[src/rtl/rpsc_rf_sequencer.sv]
// RPSC RF permit sequencer: latches FF1..FF6 trips, debounces interlocks and drives active-low permit/reduce.
// Define RPSC_FIRST_FAULT_EN to build first-fault capture; otherwise first_fault is tied to zero.
module rpsc_rf_sequencer #(
  parameter int unsigned SETTLE_CYCLES = 16,
  parameter logic [5:0]  HARD_MASK     = 6'b111010
) (
  input  logic       clk,
  input  logic       reset,
  input  logic [5:0] trip,
  input  logic       not_g1_ok,
  input  logic       not_g2_ok,
  input  logic       not_dr_amp_ok,
  input  logic       not_ca_on,
  input  logic       rf_request,
  input  logic       fault_reset,
  output logic [5:0] fault_q,
  output logic       not_alarm,
  output logic       not_rf_perm,
  output logic       not_rf_red,
  output logic [2:0] state,
  output logic [2:0] first_fault
);

  localparam int unsigned CW = $clog2(SETTLE_CYCLES + 1);
  localparam logic [CW-1:0] CNT_LOAD = CW'(SETTLE_CYCLES - 1);

  localparam logic [2:0] ST_OFF     = 3'd0;
  localparam logic [2:0] ST_ARM     = 3'd1;
  localparam logic [2:0] ST_PERMIT  = 3'd2;
  localparam logic [2:0] ST_REDUCED = 3'd3;
  localparam logic [2:0] ST_TRIPPED = 3'd4;

  logic [5:0]    fault_d;
  logic [5:0]    fault_any;
  logic [2:0]    state_q;
  logic [2:0]    state_d;
  logic [CW-1:0] cnt_q;
  logic [CW-1:0] cnt_d;
  logic          not_rf_perm_q;
  logic          not_rf_perm_d;
  logic          not_rf_red_q;
  logic          not_rf_red_d;
  logic          not_alarm_q;
  logic          not_alarm_d;
  logic          perm_ok;
  logic          full_ok;
  logic          soft_fault;
  logic          hard;
  logic          hard_trip_clear;

  // Trips seen this cycle count alongside latched bits so a fault acts on the same edge it is sampled.
  always_comb begin
    fault_any       = fault_q | trip;
    fault_d         = trip | (fault_q & ~{6{fault_reset}});
    hard            = |(fault_any & HARD_MASK);
    soft_fault      = |(fault_any & ~HARD_MASK);
    hard_trip_clear = ~|(trip & HARD_MASK);
    perm_ok         = ~not_g2_ok & ~not_dr_amp_ok;
    full_ok         = ~not_g1_ok & ~not_dr_amp_ok & ~not_ca_on & ~soft_fault;
  end

  always_comb begin
    state_d = state_q;
    cnt_d   = cnt_q;
    case (state_q)
      ST_OFF: begin
        if (hard) begin
          state_d = ST_TRIPPED;
        end else if (rf_request && perm_ok) begin
          state_d = ST_ARM;
          cnt_d   = CNT_LOAD;
        end
      end
      ST_ARM: begin
        if (hard) begin
          state_d = ST_TRIPPED;
          cnt_d   = '0;
        end else if (!perm_ok || !rf_request) begin
          state_d = ST_OFF;
          cnt_d   = '0;
        end else if (cnt_q == '0) begin
          if (full_ok) begin
            state_d = ST_PERMIT;
          end else begin
            state_d = ST_REDUCED;
            cnt_d   = CNT_LOAD;
          end
        end else begin
          cnt_d = cnt_q - CW'(1);
        end
      end
      ST_PERMIT: begin
        if (hard) begin
          state_d = ST_TRIPPED;
          cnt_d   = '0;
        end else if (!perm_ok || !rf_request) begin
          state_d = ST_OFF;
          cnt_d   = '0;
        end else if (!full_ok) begin
          state_d = ST_REDUCED;
          cnt_d   = CNT_LOAD;
        end
      end
      ST_REDUCED: begin
        // Any loss of full conditions restarts the settle window before full power returns.
        if (hard) begin
          state_d = ST_TRIPPED;
          cnt_d   = '0;
        end else if (!perm_ok || !rf_request) begin
          state_d = ST_OFF;
          cnt_d   = '0;
        end else if (!full_ok) begin
          cnt_d = CNT_LOAD;
        end else if (cnt_q == '0) begin
          state_d = ST_PERMIT;
        end else begin
          cnt_d = cnt_q - CW'(1);
        end
      end
      ST_TRIPPED: begin
        if (fault_reset && hard_trip_clear && !rf_request) begin
          state_d = ST_OFF;
          cnt_d   = '0;
        end
      end
      default: begin
        state_d = ST_OFF;
        cnt_d   = '0;
      end
    endcase
  end

  always_comb begin
    not_rf_perm_d = ~((state_d == ST_PERMIT) || (state_d == ST_REDUCED));
    not_rf_red_d  = ~(state_d == ST_REDUCED);
    not_alarm_d   = ~|fault_d;
  end

  always_ff @(posedge clk) begin
    if (reset) begin
      fault_q       <= '0;
      state_q       <= ST_OFF;
      cnt_q         <= '0;
      not_rf_perm_q <= 1'b1;
      not_rf_red_q  <= 1'b1;
      not_alarm_q   <= 1'b1;
    end else begin
      fault_q       <= fault_d;
      state_q       <= state_d;
      cnt_q         <= cnt_d;
      not_rf_perm_q <= not_rf_perm_d;
      not_rf_red_q  <= not_rf_red_d;
      not_alarm_q   <= not_alarm_d;
    end
  end

`ifdef RPSC_FIRST_FAULT_EN
  logic [2:0] first_fault_q;
  logic [2:0] first_fault_d;

  // Descending scan so the lowest set index is the last write and wins.
  always_comb begin
    first_fault_d = first_fault_q;
    if (fault_d == '0) begin
      first_fault_d = 3'd0;
    end else if (fault_q == '0) begin
      for (int i = 5; i >= 0; i--) begin
        if (fault_d[i]) begin
          first_fault_d = 3'(i + 1);
        end
      end
    end
  end

  always_ff @(posedge clk) begin
    if (reset) begin
      first_fault_q <= 3'd0;
    end else begin
      first_fault_q <= first_fault_d;
    end
  end

  assign first_fault = first_fault_q;
`else
  assign first_fault = 3'd0;
`endif

  assign state       = state_q;
  assign not_rf_perm = not_rf_perm_q;
  assign not_rf_red  = not_rf_red_q;
  assign not_alarm   = not_alarm_q;

endmodule
[config.mk]
export PLATFORM = sky130hd
export DESIGN_NAME = rpsc_rf_sequencer
export DESIGN_NICKNAME = d
export VERILOG_FILES = /design/src/rtl/rpsc_rf_sequencer.sv
export SDC_FILE = /design/constraint.sdc
export NUM_CORES = 1
export LEC_CHECK = 0
export ABC_AREA = 0
export ABC_CLOCK_PERIOD_IN_PS = 1800
export CAP_MARGIN = 30
export CORE_MARGIN = 2
export CORE_UTILIZATION = 41
export DETAILED_ROUTE_END_ITERATION = 8
export GPL_ROUTABILITY_DRIVEN = 0
export PLACE_DENSITY = 0.75
export SLEW_MARGIN = 20
export SYNTH_ARGS = -nofsm -noshare
export SYNTH_HDL_FRONTEND = slang
export SYNTH_SLANG_ARGS = --single-unit
[constraint.sdc]
create_clock -name clk -period 1.8 [get_ports clk]
set_input_delay 0.36 -clock clk [delete_from_list [all_inputs] [get_ports clk]]
set_output_delay 0.36 -clock clk [all_outputs]
set_load 0.02 [all_outputs]
; ---- Yosys cells after proc, flatten, opt, wreduce, memory -nomap -nowiden
; Cells that the tools add are included.
[classes]
addsub = 1
eq_ne = 10
muxes = 29
bitwise = 15
reduce_logical = 16
[ops]
columns = op, count
row1 = 2-to-1 mux 5 bit, 13
row2 = 2-to-1 mux 3 bit, 13
row3 = one-hot mux 5 bit (5 select lines), 1
row4 = one-hot mux 3 bit (5 select lines), 1
row5 = "== test 3 x 2 -> 1 bit, second input constant", 4
row6 = bitwise OR 6 bit, 2
row7 = OR reduction 4 bit, 2
row8 = NOT 1 bit, 7
row9 = AND 6 bit, 1
row10 = "inequality test 2 bit, second input constant", 3
row11 = NOT 6 bit, 1
row12 = OR reduction 6 bit, 1
row13 = zero test 5 bit, 1
row14 = "inequality test 5 bit, second input constant", 1
row15 = "subtractor 5 x 1 -> 5 bit, second input constant", 1
row16 = AND 1 bit, 4
row17 = zero test 1 bit, 4
row18 = AND reduction 4 bit, 1
row19 = "== test 3 x 1 -> 1 bit, second input constant", 1
row20 = "== test 3 bit, second input constant", 1
row21 = logical AND 1 bit, 3
row22 = zero test 3 bit, 1
row23 = logical OR 1 bit, 2
row24 = OR reduction 2 bit, 1
row25 = 2-to-1 mux 1 bit, 1
[totals]
register_bits = 17
out_inout_bits = 15
in_bits = 14

; ---- Longest topological paths before layout
; Gate-level depths: netlist (run 1).
[logic_depth]
ltp_word = 12
ltp_mapped = 7

; ---- Least setup slack after synthesis (run 1)
; Ideal clock, no wire load.
[synth_path]
kind = register to register
from = register cnt_q[0]
to = register cnt_q[0]
t_arrival_ps = 1673
synth_period_minus_slack_ps = 1797
path_stages_with_launch = 8
required_time_ps = 1676
slack_ps = 3
n_path_buf = 0
setup_time_ps = 124
cell_sequence = dfxtp_1 -> inv_1 -> ha_1 -> or4b_2 -> nor2_1 -> o211ai_1 -> a31oi_1 -> o22ai_1
[synth_between]
elab_chain_len = 6
word_cells_on_any_way = 15
[synth_rtl]
columns = item, line_no
row1 = start: declaration, 37  ; logic [CW-1:0] cnt_q;
row2 = start signal: assignment, 150  ; cnt_q <= cnt_d;
row3 = subtractor 5 x 1 -> 5 bit, "89, 117"
row4 = 2-to-1 mux 5 bit, 114  ; end else if (cnt_q == '0) begin
row5 = 2-to-1 mux 5 bit, 112  ; end else if (!full_ok) begin
row6 = 2-to-1 mux 5 bit, 109  ; end else if (!perm_ok || !rf_request) begin
row7 = 2-to-1 mux 5 bit, 106  ; if (hard) begin
row8 = one-hot mux 5 bit (5 select lines), 65  ; case (state_q)
; Several ways; a longest one is shown, not always the timed one. The select of a mux whose other input is x is not followed.
; A chain may end at the register's enable or synchronous reset.

; ---- Worst setup path after layout (run 1)
[layout_path]
from = input trip[2]
to = register cnt_q[3]
[layout_between]
elab_chain_len = 9
word_cells_on_any_way = 16
[layout_rtl]
columns = item, line_no
row1 = start: declaration, 9  ; input logic [5:0] trip,
row2 = bitwise OR 6 bit (*), 53  ; fault_any = fault_q | trip;
row3 = OR reduction 2 bit (*), 56  ; soft_fault = |(fault_any & ~HARD_MASK);
row4 = NOT 1 bit (*), 59  ; full_ok = ~not_g1_ok & ~not_dr_amp_ok & ~not_ca_on & ~soft_fault;
row5 = AND 1 bit (*), 59
row6 = 2-to-1 mux 5 bit (4 in series), n/a
row7 = one-hot mux 5 bit (5 select lines), 65
; Mark *: on every way between the ends. The rest lies on a longest branch, timed or not.

==> impl_metrics.ini, run 1 <==
[cts]
htreeDepth = 1
clk-insertion-delay-late_ns = 0.30
clock_path_buffers = 2
hold_buffers = 0
clk_pin_slew_ns = 0.10
clock_sinks = 17
cts_buffers = 3
cts_tree = built
root_buffer = clkbuf_4

[route]
vias = 1160
ant_nets = 0
routed_wl_um = 3100
drc = 0
dr.pass1.iters = 4
first_iter_violations = 31
wire_per_inst_um = 15.2
viasPerCell = 5.69

[sta]
post-route-min-period_ns = 1.73
final-max-slew-violation-count = 0
hold_viol_final = 0
fmax_ghz = 0.579
period_share_pct = 95.9
finalSetupViolCount = 0
fin_skew_ns = 0.00386
setup_tns_ns = 0
worst_slack_ns = 0.0734

[synthesis]
ys_warn_count = 0
synth_seq_cells = 17
yosysSeqAreaShare_pct = 34.8
syn_area_um2 = 978
synth_top_area_share_pct = 34.8
async_reset_ff_share_pct = 0
synth_area_per_cell_um2 = 7.95
synth_common_cells = 17 x dfxtp_1, 17 x nor2_1, 13 x a21oi_1, 11 x nand2_1
synthFlopType = dfxtp_1
synth_top_area_cell = dfxtp_1
synth.distinct_cells = 42
synthCells = 123
synth.area.top_cells = dfxtp_1 35%, a21oi_1 6.6%, nor2_1 6.5%
synth_edf_count = 0

[cells_and_area]
layout.nets = 192
drive_gt1_share_pct = 29.5
areaGrowthSynthToFinish_pct = 59.6
antenna_cells = 0
final-instance-count-excl-fill = 204

[setup_path]
crit_start = trip[2]
crit_type = in -> reg
path_buf_inv = 2
crit_fanout = 4
critPathLaunchType = primary input
path_delay_family = simple AND/OR/NAND/NOR gates
critPathCaptureType = flop
cpMaxStageDelayCell = clkdlybuf4s50_1
worst_r2r_startpoint = cnt_q[1]
cp.arrival_ns = 1.98
slowest_delay_ns = 0.43
cp_cell_sequence = clkdlybuf4s50_1 > nor2_2 > nand4_1 > buf_4 > nor4_4 > o21a_1 > a221o_1
r2r_setup_slack_ns = 0.08
required_ns = 2.05

[floorplan]
dieWidth_um = 52.9
pin_count = 29
die_area_um2 = 2790
row_count = 17
start_util_pct = 43.8
fp.dieH_um = 52.9
core_um2 = 2230

[grt]
use_met3_pct = 4.80
grt_pass1_wl_um = 4660
met1_usage_pct = 24.1
globalRouteOverflowTotal = 0
antenna_found_initial = 0
grt_max_degree = 13
globalRouteMet2Util_pct = 42.1
top_usage_layer = met2
grt_usage_pct = 23.1
grt_pass1_vias = 1092

[run_status]
outcome = complete, no violations

[place]
dp.cells = 194
io_buffers = 25
preCtsSetupSlack_ns = -0.413
hpwl_um = 2200

[power]
irDropWorstVdd_v = 0.000536
leakage_uw = 0.000740
power_density_nw_per_um2 = 487

[flow_run]
drv_cap = 0

[hold_path]
min-delay-start = trip[1]
min_path_type = in -> reg
[routing by layer]
metal	part of all wire [%]	wire length (um)
met5	0	0
met2	50	1560
met1	40	1240
met3	5.9	184
met4	3.6	112
[repair_timing]
action	CTS	global route
cloned	0	0
setup buffers	2	4
endpoints found under the hold margin	0	0
setup endpoints to repair	7	9
gates resized for setup	7	22
pin swaps	3	10
[power by group]
group	total, uW	switching (uW)	internal (uW)
combinational	147	72.7	74.1
sequential	402	13.6	388
clock	213	130	82.9
[cells in the final DEF, fill, tap and decap left out, types with 2 or more instances in the layout]
master / Yosys / routed
a31oi_1: 3 / 3
buf_4: 4 / 30
inv_1: 8 / 8
nor4_4: 1 / 3
nand2_1: 11 / 10
dlymetal6s2s_1: 0 / 8
o21ai_0: 8 / 7
nor3b_1: 2 / 2
conb_1: 1 / 3
a221o_1: 2 / 2
clkdlybuf4s50_1: 0 / 15
and3_1: 2 / 2
clkbuf_4: 1 / 3
nor2_1: 17 / 15
dlygate4sd2_1: 0 / 2
nor3_1: 5 / 4
dfxtp_2: 0 / 4
nand3_1: 2 / 2
a21oi_1: 13 / 13
dfxtp_1: 17 / 13
[final timing paths]
| kind | endpoint | cells past startpoint |
|---|---|---|
| max | cnt_q[3] | 7 |
| min | fault_q[1] | 3 |
| max reg2reg | cnt_q[0] | 7 |
| min reg2reg | cnt_q[2] | 1 |
[final cells by class]
type                    instances  area, um^2
inverters                       8        30.0
clock buffers                   3        22.5
fillers                       177         672
multi-input cells              92         631
flip-flops and latches         17         345
repair buffers                 55         493
clock inverters                 1        5.00
well taps                      28        35.0
[logic make-up after synthesis]
family                     after synthesis  synth area share, %
and+or+nand+nor                         50                 29.5
AOI/OAI and AO/OA                       38                 25.1
DFF                                     17                 34.8
buffers and inverters                   16                 8.95
adders and majority gates                1                 1.28
other                                    1                0.383
[sequential cells by signal, summed over array words and instances (netlist names)]
name,count
cnt_q,5
fault_q,6
not_alarm,1
not_rf_perm,1
not_rf_red,1
state,3
[worst reg2reg max path: stages (launching register included)]
cell      delay [ns]
dfxtp_2         0.34
inv_1           0.11
ha_4            0.17
or4b_4          0.51
nor2_4          0.12
o211ai_1        0.10
a31oi_1         0.17
o22ai_1         0.09
[through the flow]
step	area, um^2	hold WS (ns)	total power [uW]	utilization (%)
global placement	1390	0.500	543	62.4
finish	1560	0.380	761	69.9
floorplan	986	0.466	471	-
global route	1560	0.406	792	69.9
CTS	1450	0.468	761	64.9
detailed placement	1390	0.506	546	62.4
Note: power is estimated with default switching activity, not from simulation.
==> run 2, diff against run 1 <==
--- a/config.mk
+++ b/config.mk
@@ -5,14 +5,13 @@
 export SDC_FILE = /design/constraint.sdc
 export NUM_CORES = 1
 export LEC_CHECK = 0
-export ABC_AREA = 0
-export ABC_CLOCK_PERIOD_IN_PS = 1800
+export ABC_CLOCK_PERIOD_IN_PS = 1900
 export CAP_MARGIN = 30
 export CORE_MARGIN = 2
-export CORE_UTILIZATION = 41
+export CORE_UTILIZATION = 46
 export DETAILED_ROUTE_END_ITERATION = 8
 export GPL_ROUTABILITY_DRIVEN = 0
-export PLACE_DENSITY = 0.75
+export PLACE_DENSITY = 0.79
 export SLEW_MARGIN = 20
 export SYNTH_ARGS = -nofsm -noshare
 export SYNTH_HDL_FRONTEND = slang
==> constraint.sdc (replaced) <==
create_clock -name clk -period 1.9 [get_ports clk]
set_input_delay 0.38 -clock clk [delete_from_list [all_inputs] [get_ports clk]]
set_output_delay 0.38 -clock clk [all_outputs]
set_load 0.02 [all_outputs]
==> run 2 against run 1 <==
Die area down 10%; sequential power down 5.7%; combinational power down 9%; wire length down 8.6%; sequential share of layout area up 1.8 points; via count down 2.9%; total power down 7.1%; clock skew down 0.0031 ns; utilization up 2.6 points; final cell count down 5.4%; largest cell class unchanged.
==> impl_metrics.ini, run 2 (same netlist as run 1, synthesis figures left out) <==
[route]
vias = 1126
viasPerCell = 5.83
drc = 0
ant_nets = 0
dr.pass1.iters = 4
wire_per_inst_um = 14.7
routed_wl_um = 2830
first_iter_violations = 40

[setup_path]
crit_type = reg -> out
critPathLaunchType = flop
crit_fanout = 13
required_ns = 1.52
crit_start = state[1]
cpMaxStageDelayCell = clkdlybuf4s50_1
cp_num_cells = 1
r2r_setup_slack_ns = 0.12
critPathCaptureType = primary output
path_buf_inv = 1
slowest_delay_ns = 0.66
cp_cell_sequence = clkdlybuf4s50_1
worst_r2r_endpoint = cnt_q[3]
path_delay_family = buffers and inverters
rr_worst_depth = 5
cp-endpoint = state[1]
cp.arrival_ns = 1.45
worst_r2r_startpoint = fault_q[1]

[power]
p_sw_share_pct = 27.5
power.internal_uw = 513
irDropWorstVdd_v = 0.000419
p_seq_share_pct = 53.5
p_total_uw = 707
leakage_uw = 0.000607
power_density_nw_per_um2 = 492
comb_power_share_pct = 18.9
switchingPower_uw = 194
clkPwrFrac_pct = 27.6

[grt]
grt_pass1_wl_um = 4660
grt_usage_pct = 24.4
antenna_found_initial = 0
globalRouteOverflowTotal = 0
grt_pass1_vias = 1037
grt_max_degree = 14

[cells_and_area]
final_cell_mix = 22 x clkdlybuf4s50_1, 20 x buf_4, 16 x nor2_1, 15 x dfxtp_1, 13 x a21oi_1
drive_gt1_share_pct = 22.3
largest-register = fault_q
utilization_pct = 72.5
areaGrowthSynthToFinish_pct = 46.8
layout.nets = 182
mostFrequentLayoutCell = clkdlybuf4s50_1
antenna_cells = 0
largest_register_ff_count = 6

[sta]
final-max-slew-violation-count = 0
finalSetupViolCount = 0
hold_viol_final = 0
period_share_pct = 96.4
rsz0062_at_grt = yes
post-route-min-period_ns = 1.83
fin_skew_ns = 0.000778
fmax_ghz = 0.546

[place]
hpwl_um = 2220
io_buffers = 25

[cts]
clk_pin_slew_ns = 0.10
hold_buffers = 0
clock_path_buffers = 2
cts_tree = built
htreeDepth = 1
clock_sinks = 17
root_buffer = clkbuf_4
cts_setup_buffers = 0
clk-insertion-delay-late_ns = 0.29
cts_buffers = 3

[hold_path]
min_path_type = in -> reg
min-delay-start = trip[4]

[floorplan]
start_util_pct = 49.4
dieWidth_um = 50.1
core_um2 = 1980
fp.dieH_um = 50.1
pin_count = 29
row_count = 16
die_area_um2 = 2510

[run_status]
outcome = complete, no violations

[flow_run]
drv_cap = 0
==> run 2: power groups by stage <==
| stage | combinational (uW) | sequential (uW) | clock [uW] |
|---|---|---|---|
| 6_report | 134 | 379 | 195 |
| 5_1_grt | 142 | 381 | 220 |
| 4_1_cts | 131 | 377 | 202 |
| 3_5_place_dp | 130 | 385 | 0 |
| 3_3_place_gp | 127 | 385 | 0 |
| 2_1_floorplan | 48.0 | 398 | 0 |
==> run 2: what timing repair did <==
item,4_1_cts,5_1_grt
pin swaps,0,2
resized for setup,4,9
setup endpoints to repair,4,4
endpoints found under the hold margin,0,0
==> run 2: metrics by stage <==
stage | hold WS (ns) | std cells | worst slack [ns] | area [um^2] | setup TNS, ns
detailed placement | 0.517 | 189 | -0.306 | 1360 | -1.84
global placement | 0.507 | 189 | -0.245 | 1360 | -1.62
floorplan | 0.466 | 125 | 0.103 | 986 | 0
global route | 0.415 | 193 | -0.0133 | 1440 | -0.0133
finish | 0.407 | 193 | 0.0677 | 1440 | 0
CTS | 0.536 | 193 | 0.00873 | 1400 | 0
==> run 2: cell type report <==
class	count	area, um^2
Clock buffer	3	22.5
Clock inverter	1	5.00
Fill cell	149	546
Inverter	8	30.0
Multi-Input combinational cell	92	594
Sequential cell	17	343
Tap cell	27	33.8
Timing Repair Buffer	45	408
==> run 2: worst min-delay path by stage <==
stage                            end  slack, ns  cells after the start
after floorplan             cnt_q[1]       0.47                      2
after detailed placement  fault_q[0]       0.52                      2
after global routing      fault_q[4]       0.41                      3
after CTS                   cnt_q[1]       0.54                      2
after global placement    fault_q[2]       0.51                      2
final                     fault_q[4]       0.41                      3
==> run 2: routing by layer <==
metal | GRT usage (%) | share of wire, % | vias up
met1 | 27.9 | 37 | 523
met5 | 0 | 0 | -
li1 | - | - | 532
met4 | 9.72 | 1.9 | 0
met2 | 43.6 | 54 | 64
met3 | 4.85 | 7.4 | 7
